## config.mk

```make
export PLATFORM = sky130hd
export DESIGN_NAME = imm_gen_pipe
export DESIGN_NICKNAME = d
export VERILOG_FILES = /design/src/rtl/imm_gen_pipe.sv
export SDC_FILE = /design/constraint.sdc
export NUM_CORES = 1
export LEC_CHECK = 0
export CORE_MARGIN = 5
export CORE_UTILIZATION = 49
export CTS_CLUSTER_SIZE = 12
export DETAILED_ROUTE_END_ITERATION = 16
export PLACE_DENSITY = 0.8
export SLEW_MARGIN = 20
export SYNTH_ARGS = -nofsm -noshare
export SYNTH_HDL_FRONTEND = slang
export SYNTH_SLANG_ARGS = --single-unit
```

## constraint.sdc

```tcl
create_clock -name clk -period 2.1 [get_ports clk]
set_clock_uncertainty 0.05 [all_clocks]
set_input_delay 0.21 -clock clk [delete_from_list [all_inputs] [get_ports clk]]
set_output_delay 0.21 -clock clk [all_outputs]
set_load 0.02 [all_outputs]
```

## src/rtl/imm_gen_pipe.sv

```systemverilog
// Registered immediate generator with valid/ready handshake and a prefix mode
// that latches 21 high bits to extend the following immediate.
module imm_gen_pipe #(
    parameter int XLEN      = 32,
    parameter bit PREFIX_EN = 1'b1
) (
    input  logic            clk,
    input  logic            rst,
    input  logic            in_valid,
    output logic            in_ready,
    input  logic [4:0]      a,
    input  logic [4:0]      b,
    input  logic [10:0]     c,
    input  logic [2:0]      imm_sel,
    input  logic            flush,
    output logic            out_valid,
    input  logic            out_ready,
    output logic [XLEN-1:0] out_imm,
    output logic            out_pfx_used,
    output logic            err
);

    localparam logic [0:0] ST_IDLE = 1'b0;
    localparam logic [0:0] ST_PFX  = 1'b1;

    logic [0:0]      state_r;
    logic [20:0]     pfx_r;
    logic            out_valid_r;
    logic [XLEN-1:0] out_imm_r;
    logic            out_pfx_used_r;
    logic            err_r;

    logic            in_ready_s;
    logic            accept_s;
    logic [15:0]     cb_s;
    logic [20:0]     cba_s;
    logic            is_pfx_sel_s;
    logic            reserved_s;
    logic            use_pfx_s;
    logic [XLEN-1:0] base_imm_s;
    logic [XLEN-1:0] imm_s;

    assign in_ready_s   = !out_valid_r || out_ready;
    assign in_ready     = in_ready_s;
    assign out_valid    = out_valid_r;
    assign out_imm      = out_imm_r;
    assign out_pfx_used = out_pfx_used_r;
    assign err          = err_r;

    // Decode the select and form the candidate immediate for this cycle.
    always_comb begin
        cb_s         = {c, b};
        cba_s        = {c, b, a};
        accept_s     = in_valid && in_ready_s && !flush;
        is_pfx_sel_s = (imm_sel == 3'b101) && (PREFIX_EN == 1'b1);
        reserved_s   = 1'b0;
        base_imm_s   = '0;
        case (imm_sel)
            3'b000: base_imm_s = '0;
            3'b001: base_imm_s = XLEN'($signed({cb_s, 16'h0000}));
            3'b010: base_imm_s = XLEN'($signed(cb_s));
            3'b011: base_imm_s = XLEN'($signed(cba_s));
            3'b100: base_imm_s = XLEN'(cb_s);
            3'b101: reserved_s = (PREFIX_EN == 1'b0);
            default: reserved_s = 1'b1;
        endcase
        use_pfx_s = (state_r == ST_PFX) &&
                    ((imm_sel == 3'b010) || (imm_sel == 3'b011) || (imm_sel == 3'b100));
        if (use_pfx_s) begin
            // Low 16 bits always come from cb; field a is dropped when prefixed.
            imm_s = XLEN'($signed({pfx_r, cb_s}));
        end else begin
            imm_s = base_imm_s;
        end
    end

    // Output register, prefix state and error pulse.
    always_ff @(posedge clk or posedge rst) begin
        if (rst) begin
            state_r        <= ST_IDLE;
            pfx_r          <= 21'd0;
            out_valid_r    <= 1'b0;
            out_imm_r      <= '0;
            out_pfx_used_r <= 1'b0;
            err_r          <= 1'b0;
        end else if (flush) begin
            state_r        <= ST_IDLE;
            pfx_r          <= 21'd0;
            out_valid_r    <= 1'b0;
            out_pfx_used_r <= 1'b0;
            err_r          <= 1'b0;
        end else begin
            err_r <= 1'b0;
            if (accept_s) begin
                if (is_pfx_sel_s) begin
                    pfx_r          <= cba_s;
                    state_r        <= ST_PFX;
                    err_r          <= (state_r == ST_PFX);
                    out_valid_r    <= 1'b0;
                    out_pfx_used_r <= 1'b0;
                end else begin
                    out_valid_r    <= 1'b1;
                    out_imm_r      <= imm_s;
                    out_pfx_used_r <= use_pfx_s;
                    state_r        <= ST_IDLE;
                    pfx_r          <= 21'd0;
                    err_r          <= reserved_s;
                end
            end else if (out_ready) begin
                out_valid_r <= 1'b0;
            end
        end
    end

endmodule

```

==> results.toml, run 1 <==
[sta]
fraction_of_the_cycle_the_final_worst_path_needs_pct = 89.0
timing.final.max_slew_violations = 0
setup_viol = 0
worst_tran_pin_value_ns = 1.03
hold_ws_ns = 0.209
final.min_clock_period_ns = 1.87
max_slew_margin_pct = 30.8
rsz0062_at_grt = "false"
maxClockFrequency_ghz = 0.535
hold_viol_final = 0

[clock_tree]
tritoncts.num_buffers = 5
cts_htree_levels = 2
cts-hold-fix-buffers = 0
post_cts_resized = 0
post-cts-setup-buffer-count = 0
clock-root-buffer = "sky130_fd_sc_hd__clkbuf_8"
clk_sinks = 52
tritoncts_clock_tree = "built"
clkSlewWorstSetupHoldPaths_ns = 0.09
worstSkewPairLatency_ns = 0.31
clock_path_buffers = 2

[job]
max_cap_viol_count = 0

[yosys]
yosys-top-cells-area = "sky130_fd_sc_hd__dfrtp_1, sky130_fd_sc_hd__a32oi_1, sky130_fd_sc_hd__a21oi_1"
syn_area_per_cell_um2 = 10.4
synth_seq_area_share_pct = 49.7
asyncSetResetFlopFracSynth_pct = 100
synthesis.nets = 282
synth_top_cells_by_count = "sky130_fd_sc_hd__dfrtp_1, sky130_fd_sc_hd__a21oi_1, sky130_fd_sc_hd__a32oi_1, sky130_fd_sc_hd__o21ai_0, sky130_fd_sc_hd__nor2_1"
synth_ff_type = "sky130_fd_sc_hd__dfrtp_1"
synth_top_area_cell = "sky130_fd_sc_hd__dfrtp_1"
synth-warning-count = 0
ys_seq_elements = 52
post-synth-top-area-fraction_pct = 49.7
post_synth_num_cell_types = 33
synth_enable_flop_cells = 0
cell_with_the_most_instances_after_synthesis = "sky130_fd_sc_hd__dfrtp_1"
postSynthCellCount = 253
netlist_area_um2 = 2620

[critical_path]
critical_path_peak_fanout = 5
worst-endpoint-arrival_ns = 1.61
timing.critical_path.required_ns = 1.84
timing_worst_setup_path_type = "register to primary output"
critPathCaptureType = "primary output"
sort_of_element_at_the_start_of_the_critical_path = "register"

[floorplanning]
fp.dieW_um = 83.1
die-height_um = 83.1
initial_utilization_pct = 50.9
num_io_pins = 65
die_ar_um2 = 6910
rows = 26
core_region_area_um2 = 5140

[place]
routability_congestion_estimate_from_global_placement = 0.858
place_area_um2 = 3430
dp_hpwl_um = 5280
io_buffer_count = 64

[detailed_routing]
drtPass1Iterations = 5
detail_route.iter0.violations = 290
number_of_nets_with_antenna_violations_after_routing = 0
detail_route.wirelength_um = 7720
total_via_count_after_detailed_routing = 2436
drc = 0
wl_per_cell_um = 19.7
detailed_route_vias_per_instance = 6.21

[finish]
layout.nets = 350
stdcell_area_um2 = 3550
syn2layout_area_growth_pct = 35.6
finalCoreUtilization_pct = 69.1
final_layout_size_suffix_gt1_share_pct = 11.5
multi_input_comb_area_um2 = 1190
regArea_um2 = 1300
nFillCells = 417
antenna_cells_inserted = 0

[global_routing]
via_count_of_the_first_global_routing_pass = 2451
largest_net_degree_at_the_start_of_global_routing = 53
grt_first_pass_wirelength_um = 12800
grt_remaining_overflow = 0
antenna_found_initial = 0
gr-usage-all-layers_pct = 22.3

[pwr]
irDropWorstVdd_v = 0.000362
static-leakage-power_uw = 0.00150
power.density_nw_per_um2 = 665

[hold_path]
min_path_type = "primary input to async pin"

[status]
run_status = "complete, no violations"
## cell families (layout without fill, tap and decap cells)
logic type / Yosys count / in the layout / synth area share (%)
AOI/OAI and AO/OA: 126 / 126 / 33.1
DFF: 52 / 52 / 49.7
and+or+nand+nor: 32 / 32 / 6.50
buffers and inverters: 28 / 97 / 5.02
muxes: 15 / 15 / 5.73
## flip-flops by register name, summed over array words and instances (netlist names)
register	cells
out_imm	32
pfx_r	16
err	1
out_valid	1
state_r	1
out_pfx_used	1
## path summary, 6_finish.rpt
check / cells after the start / to / startpoint / slack (ns)
min in group clk: 2 / out_imm[30]$_DFFE_PP0P_ / out_imm[30]$_DFFE_PP0P_ / 0.45
hold reg to reg: 2 / out_imm[30]$_DFFE_PP0P_ / out_imm[30]$_DFFE_PP0P_ / 0.45
max in group asynchronous: 3 / out_imm[17]$_DFFE_PP0P_ / rst / 1.55
hold / removal: 3 / out_imm[31]$_DFFE_PP0P_ / rst / 0.21
setup / recovery: 3 / in_ready / out_valid$_DFFE_PP0P_ / 0.23
setup reg to reg: 5 / pfx_r[10]$_DFFE_PP0P_ / out_valid$_DFFE_PP0P_ / 0.53
## layout make-up
type | count | share of cell area (%)
Inverter | 5 | 0.529
Tap cell | 70 | 2.47
Clock inverter | 3 | 1.34
Multi-Input combinational cell | 173 | 33.4
Timing Repair Buffer | 84 | 23.7
Clock buffer | 5 | 1.94
Sequential cell | 52 | 36.6
## report_power, final
part	internal, µW	switching [µW]
logic	255	295
clock network	359	348
registers	1060	40.1
total	1680	683
## per-stage QoR
stage | setup TNS, ns | power, µW | instances | setup slack, ns
after floorplan | 0 | 1380 | 253 | 0.0930
after global placement | 0 | 1660 | 384 | 0.00121
after detailed placement | -0.584 | 1670 | 384 | -0.0733
after CTS | 0 | 2370 | 392 | 0.224
after global routing | 0 | 2460 | 392 | 0.0404
final | 0 | 2360 | 392 | 0.232
## metal layers
metal / track usage, % / routed length [µm] / up-vias
met2: 33.7 / 3570 / 134
li1: - / - / 1113
met3: 3.47 / 632 / 11
met4: 4.46 / 83 / 0
met5: 0 / 0 / -
met1: 33.9 / 3430 / 1178
## cells in the final DEF (no fill, tap or decap)
master,synthesis,routed
sky130_fd_sc_hd__a221o_2,4,4
sky130_fd_sc_hd__bufinv_16,0,1
sky130_fd_sc_hd__a32oi_1,27,27
sky130_fd_sc_hd__and2_4,1,1
sky130_fd_sc_hd__nand2b_1,1,1
sky130_fd_sc_hd__mux2i_1,15,15
sky130_fd_sc_hd__nor2_1,17,17
sky130_fd_sc_hd__buf_12,0,4
sky130_fd_sc_hd__nor3_1,1,1
sky130_fd_sc_hd__a211oi_1,4,4
sky130_fd_sc_hd__a22o_1,16,16
sky130_fd_sc_hd__a2111oi_4,1,1
sky130_fd_sc_hd__nor2b_1,2,2
sky130_fd_sc_hd__clkinv_4,0,2
sky130_fd_sc_hd__dfrtp_1,52,52
sky130_fd_sc_hd__nand2_1,3,3
sky130_fd_sc_hd__inv_1,5,4
sky130_fd_sc_hd__a31oi_1,1,1
sky130_fd_sc_hd__and4b_1,1,1
sky130_fd_sc_hd__o21ai_0,25,25
sky130_fd_sc_hd__o21ai_1,5,5
sky130_fd_sc_hd__nand4_1,1,1
sky130_fd_sc_hd__o21a_1,1,1
sky130_fd_sc_hd__or3b_4,1,1
sky130_fd_sc_hd__nand3b_1,1,1
sky130_fd_sc_hd__inv_2,0,1
sky130_fd_sc_hd__a21o_1,2,2
sky130_fd_sc_hd__clkdlybuf4s50_1,0,64
sky130_fd_sc_hd__nor3b_1,2,2
sky130_fd_sc_hd__nor3b_2,1,1
sky130_fd_sc_hd__a2bb2oi_1,1,1
sky130_fd_sc_hd__o2111ai_1,1,1
sky130_fd_sc_hd__buf_4,1,16
sky130_fd_sc_hd__clkbuf_8,0,5
sky130_fd_sc_hd__a21oi_1,38,38
## worst max-delay path, stage by stage (launching register included)
cell	delay, ns
sky130_fd_sc_hd__dfrtp_1	0.39
sky130_fd_sc_hd__nor2b_1	0.15
sky130_fd_sc_hd__inv_1	0.14
sky130_fd_sc_hd__clkdlybuf4s50_1	0.63
Power figures use the tool's default switching activity.
==> run 2, diff against run 1 <==
--- a/config.mk
+++ b/config.mk
@@ -6,10 +6,11 @@
 export NUM_CORES = 1
 export LEC_CHECK = 0
 export CORE_MARGIN = 5
-export CORE_UTILIZATION = 49
+export CORE_UTILIZATION = 54
 export CTS_CLUSTER_SIZE = 12
 export DETAILED_ROUTE_END_ITERATION = 16
-export PLACE_DENSITY = 0.8
+export DONT_BUFFER_PORTS = 1
+export PLACE_DENSITY = 0.69
 export SLEW_MARGIN = 20
 export SYNTH_ARGS = -nofsm -noshare
 export SYNTH_HDL_FRONTEND = slang
==> run 2 against run 1 <==
  * Non-clock buffer count fell by 54
  * Sequential power rose by 7%
  * Fmax rose by 6.5%
  * Design area fell by 16%
  * Flip-flop and latch count did not move
  * Worst setup slack improved by 0.11 ns
  * Global-route usage rose by 2.5 points
  * Power fell by 10%
  * Largest cell class unchanged
==> results.toml, run 2 (same netlist as run 1, synthesis figures left out) <==
[critical_path]
sort_of_element_at_the_start_of_the_critical_path = "register"
r2r_slack_ns = 0.35
r2r-start = "out_valid$_DFFE_PP0P_"
critical_path_peak_fanout = 33
worst-r2r-cell-count = 5
critical-path-top-delay-family = "buffers and inverters"
critPathCaptureType = "register"
worstReg2RegEnd = "out_imm[17]$_DFFE_PP0P_"
timing.critical_path.slowest_stage_cell = "sky130_fd_sc_hd__dfrtp_1"
timing_worst_setup_path_type = "register to register"
cpPeakStageDelay_ns = 0.38
worstPathBufferInverterCount = 2
worst-endpoint-arrival_ns = 1.90
crit_chain = "nor2b_1 > inv_1 > nand4_1 > buf_4 > a221o_2"
timing.critical_path.required_ns = 2.25

[sta]
final.setup.worst_slack_ns = 0.346
maxClockFrequency_ghz = 0.570
setup_viol = 0
final.min_clock_period_ns = 1.75
timing.final.max_slew_violations = 0
hold_ws_ns = 0.0127
max_slew_margin_pct = 51.1
hold_viol_final = 0
worst_tran_pin_value_ns = 0.731
rsz0062_at_grt = "false"
fraction_of_the_cycle_the_final_worst_path_needs_pct = 83.5
timing.setup.tns_ns = 0

[finish]
nFillCells = 370
stdcell_area_um2 = 2980
final_cell_mix = "sky130_fd_sc_hd__dfrtp_1, sky130_fd_sc_hd__a21oi_1, sky130_fd_sc_hd__a32oi_1, sky130_fd_sc_hd__o21ai_0, sky130_fd_sc_hd__dlygate4sd3_1"
antenna_cells_inserted = 0
mostFrequentLayoutCell = "sky130_fd_sc_hd__dfrtp_1"
final_layout_size_suffix_gt1_share_pct = 10.1
largest_reg_flops = 32
final-instance-count-excl-fill = 335
syn2layout_area_growth_pct = 13.9
layout.nets = 296

[detailed_routing]
wl_per_cell_um = 22.2
total_via_count_after_detailed_routing = 2191
drc = 0
detailed_route_vias_per_instance = 6.54
drtPass1Iterations = 5
detail_route.iter0.violations = 189
number_of_nets_with_antenna_violations_after_routing = 0
detail_route.wirelength_um = 7440

[job]
max_cap_viol_count = 0

[pwr]
power.internal_uw = 1540
power.density_nw_per_um2 = 710
static-leakage-power_uw = 0.00129
p_sw_uw = 582
irDropWorstVdd_v = 0.000359
power_frac_seq_pct = 55.9
power.switching_fraction_pct = 27.5
power_frac_clock_pct = 31.8
power_frac_comb_pct = 12.3

[global_routing]
via_count_of_the_first_global_routing_pass = 2203
grt_first_pass_wirelength_um = 11900
antenna_found_initial = 0
gr-usage-all-layers_pct = 24.8
largest_net_degree_at_the_start_of_global_routing = 34
grt_remaining_overflow = 0

[clock_tree]
clock-root-buffer = "sky130_fd_sc_hd__clkbuf_8"
clk_sinks = 52
tritoncts.num_buffers = 5
clkSlewWorstSetupHoldPaths_ns = 0.09
cts_htree_levels = 2
clock_path_buffers = 2
post_cts_resized = 0
tritoncts_clock_tree = "built"
worstSkewPairLatency_ns = 0.31

[floorplanning]
die-height_um = 79.6
die_ar_um2 = 6340
core_region_area_um2 = 4720
num_io_pins = 65
fp.dieW_um = 79.6
initial_utilization_pct = 55.4
rows = 25

[place]
io_buffer_count = 0
place_area_um2 = 2690
routability_congestion_estimate_from_global_placement = 0.878
post-place-ws_ns = 0.325
dp_hpwl_um = 4760
post-place-cells = 308

[hold_path]
startpoint_of_the_most_critical_hold_path = "imm_sel[1]"
timing.hold.worst_endpoint = "err$_DFF_PP0_"
worst_hold_stages = 2
min_path_type = "primary input to register"

[status]
run_status = "complete, no violations"
## run 2: cell types whose count changed in the layout (fill, tap and decap cells not counted), moves of 2 or more
cell	before	now
sky130_fd_sc_hd__dlygate4sd3_1	0	19
sky130_fd_sc_hd__buf_12	4	1
sky130_fd_sc_hd__clkinv_4	2	0
sky130_fd_sc_hd__buf_4	16	10
sky130_fd_sc_hd__clkdlybuf4s50_1	64	0
## run 2: timing repair
action	CTS	global route
hold buffers	19	0
buffers inserted	0	0
hold endpoints to repair	42	0
setup endpoints to repair	0	0
## run 2: cell type report
class                      count  area (µm²)  share of cell area, %
sequential                    52        1300                   43.6
inverter                       5        18.8                  0.629
multi-input combinational    173        1190                   39.8
clock inverter                 2        35.0                   1.17
tap                           67        83.8                   2.81
clock buffer                   6        72.6                   2.43
timing repair buffer          30         285                   9.56
## run 2: per-stage QoR
stage	power, µW	utilization (%)
after floorplan	1380	-
after global placement	1430	56.8
after detailed placement	1430	56.8
after CTS	2130	63.2
after global routing	2220	63.2
final	2120	63.2
## run 2: worst max-delay path by stage
| stage | endpoint | startpoint | slack [ns] | cells past startpoint |
|---|---|---|---|---|
| 2_1_floorplan | pfx_r[10]$_DFFE_PP0P_ | out_valid$_DFFE_PP0P_ | 0.09 | 5 |
| 3_3_place_gp | out_imm[18]$_DFFE_PP0P_ | imm_sel[1] | 0.39 | 5 |
| 3_5_place_dp | out_imm[17]$_DFFE_PP0P_ | imm_sel[1] | 0.33 | 5 |
| 4_1_cts | out_imm[17]$_DFFE_PP0P_ | out_valid$_DFFE_PP0P_ | 0.36 | 5 |
| 5_1_grt | out_imm[23]$_DFFE_PP0P_ | out_valid$_DFFE_PP0P_ | 0.18 | 6 |
| 6_report | out_imm[17]$_DFFE_PP0P_ | out_valid$_DFFE_PP0P_ | 0.35 | 5 |
## run 2: routing by layer
layer / track usage (%) / wire [µm] / share of wire, % / vias to the layer above
li1: - / - / - / 1010
met5: 0 / 0 / 0 / -
met4: 10.8 / 200 / 2.7 / 0
met1: 34.0 / 3040 / 41 / 1058
met3: 8.47 / 696 / 9.4 / 14
met2: 35.5 / 3500 / 47 / 109
## run 2: power groups by stage
stage	Sequential, µW	Clock, µW	Combinational [µW]
4_1_cts	1190	679	261
2_1_floorplan	1190	0	193
6_report	1180	673	262
3_3_place_gp	1200	0	226
5_1_grt	1190	730	293
3_5_place_dp	1200	0	230
==> RTL edit 1: new RTL, flow settings as in run 2 <==
Set the parameter `XLEN` to 24 (it was 32).
--- a/src/rtl/imm_gen_pipe.sv
+++ b/src/rtl/imm_gen_pipe.sv
@@ -1,7 +1,7 @@
 // Registered immediate generator with valid/ready handshake and a prefix mode
 // that latches 21 high bits to extend the following immediate.
 module imm_gen_pipe #(
-    parameter int XLEN      = 32,
+    parameter int XLEN      = 24,
     parameter bit PREFIX_EN = 1'b1
 ) (
     input  logic            clk,
Interface: changed (resized out_imm); port bits go from 65 to 57. The function was not compared with the original's and may differ.
==> RTL edit 1 against run 2 <==
First-iteration DRC count decreased by 52%; cell area is 26% lower; routed wire length is 30% lower; critical path depth decreased by 1; setup slack worse by 0.13 ns; count of clock-buffer cells in the layout is 1 lower; sequential cell count is 16 lower; total power down 23%; sequential share of layout area shrank 3.0 points; synthesized cell count is 23% lower; area after synthesis down 23%; critical path type unchanged; critical endpoint is now out_imm[7].
==> RTL edit 1: results (changes against run 2) <==
vdd_drop_max_mv: 0.3585  # about the same
netlist_instances: 196  # -23%
multi_input_gates: 147  # -15%
insertion_delay_ns: 0.29  # -0.02 ns
status: "finished, final reports clean"
hold_ws_ns: 0.01512  # +0.002453 ns
grt_pass1_wl_mm: 8.411  # -29%
p_int_mw: 1.191  # -23%
inverters: 1  # -4
clk_share_pct: 5.020  # +1.4 points
dp_hpwl_mm: 3.537  # -26%
hold_depth: 1  # -1
finalWirelength_mm: 5.211  # -30%
stdcell_count: 251  # -25%
largest_reg_flops: 24  # -25%
grt_util_met3_pct: 6.534  # -1.9 points
sh_seq_area_pct: 40.61  # -3.0 points
comb-power_mw: 0.194  # -26%
worst_ep_required_time_ns: 2.22  # -0.03 ns
gp_congestion: 0.9329  # +6.3%
use_met2_pct: 32.13  # -3.3 points
clkbuf_count: 5  # -1
met3WireLength_um: 425  # -39%
wl_met1_mm: 2.200  # -28%
vias: 1635  # -25%
min-delay-start: "a[3]"
grt_pass1_vias: 1633  # -26%
p_leak_nw: 0.9899  # -23%
nNetsFinal: 231  # -22%
dp_cells: 235  # -24%
synthTopCellsByCount: "dfrtp_1 (36), a221o_1 (23), nand2_1 (21)"
r2r_cells: 4  # -1
flops_and_latches: 36  # -31%
pwr-share-comb_pct: 11.8  # -0.5 points
crit_fanout: 26  # -21%
use_met1_pct: 27.74  # -6.2 points
[RTL edit 1: cell types whose count changed after synthesis, sizes merged, moves of 10 or more]
cell           run 2  this run
a32oi             27         1
a21oi             38        13
a221o              4        23
nand2              3        22
and2               1        19
dfrtp             52        36
nor2              17         2
clkbuf            13         3
[RTL edit 1: how the worst max path moves through the flow]
| stage | startpoint | to | slack [ns] | cells past startpoint |
|---|---|---|---|---|
| 2_1_floorplan | out_valid | out_imm[0] | 0.51 | 6 |
| 3_3_place_gp | out_valid | out_imm[7] | 0.31 | 4 |
| 3_5_place_dp | out_valid | out_imm[13] | 0.22 | 4 |
| 4_1_cts | out_valid | out_imm[13] | 0.20 | 4 |
| 5_1_grt | out_valid | out_imm[13] | 0.04 | 4 |
| 6_report | out_valid | out_imm[7] | 0.21 | 4 |
[RTL edit 1: repair_timing]
item / in CTS / in global routing
hold endpoints to repair: 42 / 1
setup buffers: 0 / 0
hold buffers: 7 / 1
==> RTL edit 2: new RTL, flow settings as in run 2 <==
Made on the original files. Register the output `err` once more, without a reset; this adds one clock of latency there. The other outputs are not delayed to match.
--- a/src/rtl/imm_gen_pipe.sv
+++ b/src/rtl/imm_gen_pipe.sv
@@ -45,7 +45,9 @@
     assign out_valid    = out_valid_r;
     assign out_imm      = out_imm_r;
     assign out_pfx_used = out_pfx_used_r;
-    assign err          = err_r;
+    always_ff @(posedge clk) begin
+        err <= err_r;
+    end
 
     // Decode the select and form the candidate immediate for this cycle.
     always_comb begin
Function: changed (Yosys sat finds a counterexample within 4 cycles, from zero or initial values and one cycle with rst high).
==> RTL edit 2 against run 2 <==
Sequential cell count grew 1; area after synthesis grew 0.76%; routed wire length shrank 0.56%; clock power shrank 11%; setup slack lost 0.032 ns; critical endpoint is now out_valid; critical path depth is the same; total power shrank 2.3%; cell area grew 0.71%.
==> RTL edit 2: results (changes against run 2) <==
status: "finished, final reports clean"
crit_fanout: 34  # +3.0%
grt_usage_pct: 24.80  # about the same
clockBufferDepth: 2  # unchanged
dp_hpwl_mm: 4.815  # +1.2%
gp_congestion: 0.8276  # -5.7%
finalWirelength_mm: 7.399  # -0.56%
diodes: 0  # unchanged
grt_pass1_vias: 2160  # -2.0%
ys_async_sr_fraction_pct: 98.11  # -1.9 points
dp_slack_ns: 0.3356  # +0.01032 ns
dpl-instance-area_um2: 2708  # +0.84%
slew-limit-headroom_pct: 49.31  # -1.8 points
synthesis.nets: 283  # +0.35%
cp_data_arrival_time_ns: 1.90  # about the same
synthTopCellsByCount: "dfrtp_1 (52), a21oi_1 (38), a32oi_1 (27)"
setup_viol: 0  # unchanged
viasPerCell: 6.649  # +1.7%
grt_pass1_wl_mm: 12.30  # +3.6%
critPathSlowestCell: "buf_4"
synth_compound_area_share_pct: 32.81  # -0.25 points
drt_iter0_markers: 212  # +12%
muxShareOfSynthArea_pct: 5.690  # -0.043 points
yosys_warnings: 0  # unchanged
ys_seq_area_share_pct: 50.07  # +0.38 points
rr_startpoint: "out_valid"
grt_max_degree: 35  # +2.9%
clk_pin_slew_ns: 0.10
fin_crit_ns: 1.787  # +0.03229 ns
nNetsFinal: 300  # +1.4%
synthAdderAreaFrac_pct: 0  # unchanged
drive_above_1_share_pct: 11.03  # +0.95 points
vdd_drop_max_mv: 0.3938  # +9.8%
synth_area_leaders: "dfrtp_1 (49%), a32oi_1 (9.0%), a21oi_1 (7.2%)"
port_buffers: 0  # unchanged
insertion_delay_ns: 0.31  # about the same
hold_path.class: "in2reg"
cts_root_buf: "clkbuf_8"
yosysUniqueCellTypes: 34  # +3.0%
max_stage_delay_ns: 0.36  # -0.02 ns
p_leak_nw: 1.305  # +1.3%
min-delay-start: "b[2]"
==> RTL edit 2: cell count changes after synthesis, sizes merged <==
cell / change
dfxtp: +1
==> RTL edit 2: worst register-to-register path: cells and delay by family (launching register included) <==
kind            cells  cell delay [ns]
simple gates        2             0.47
flops               1             0.34
buf+inv             2             0.61
compound gates      1             0.17
==> RTL edit 2: cells by family (layout without fill, tap and decap cells) <==
group,count (synthesis),in the layout
muxes,15,15
DFF,53,53
AOI/OAI and AO/OA,126,126
buffers and inverters,28,46
and+or+nand+nor,32,32
==> RTL edit 2: cell type report <==
cell class	instances	area, um2
inverters	5	18.77
well taps	67	83.83
flip-flops and latches	53	1321
repair buffers	33	297.8
fillers	376	1719
clock buffers	6	82.58
clock inverters	2	13.76
multi-input cells	173	1186
==> RTL edit 2: worst paths after layout <==
path | slack, ns | end | depth (start not counted)
setup / recovery | 0.31 | out_valid | 5
hold / removal | 0.02 | out_imm[2] | 2
setup reg to reg | 0.31 | out_valid | 5
hold reg to reg | 0.30 | err | 0
max in group asynchronous | 0.97 | out_imm[1] | 3
min in group asynchronous | 0.41 | pfx_r[1] | 2
==> RTL edit 2: repair_timing <==
action | CTS | global route
endpoints found under the setup margin | 0 | 0
gates resized for setup | 0 | 0
hold buffers | 20 | 0
endpoints found under the hold margin | 48 | 0
==> RTL edit 2: per-stage QoR <==
| step | power (mW) | cells | util [%] |
|---|---|---|---|
| finish | 2.071 | 339 | 63.60 |
| global route | 2.167 | 339 | 63.60 |
| CTS | 2.082 | 339 | 63.60 |
| detailed placement | 1.455 | 311 | 57.32 |
| global placement | 1.451 | 311 | 57.32 |
| floorplan | 1.401 | 254 | - |
==> RTL edit 2: metal layers <==
layer | track usage (%) | wire length, um
met1 | 35.98 | 3097
met2 | 36.09 | 3415
met3 | 7.788 | 806
met4 | 5.912 | 80
met5 | 0 | 0
==> RTL edit 2: report_power, final <==
group	switching (mW)	internal, mW	total, mW
sequential	0.122	1.08	1.20
clock	0.334	0.268	0.602
combinational	0.144	0.121	0.264
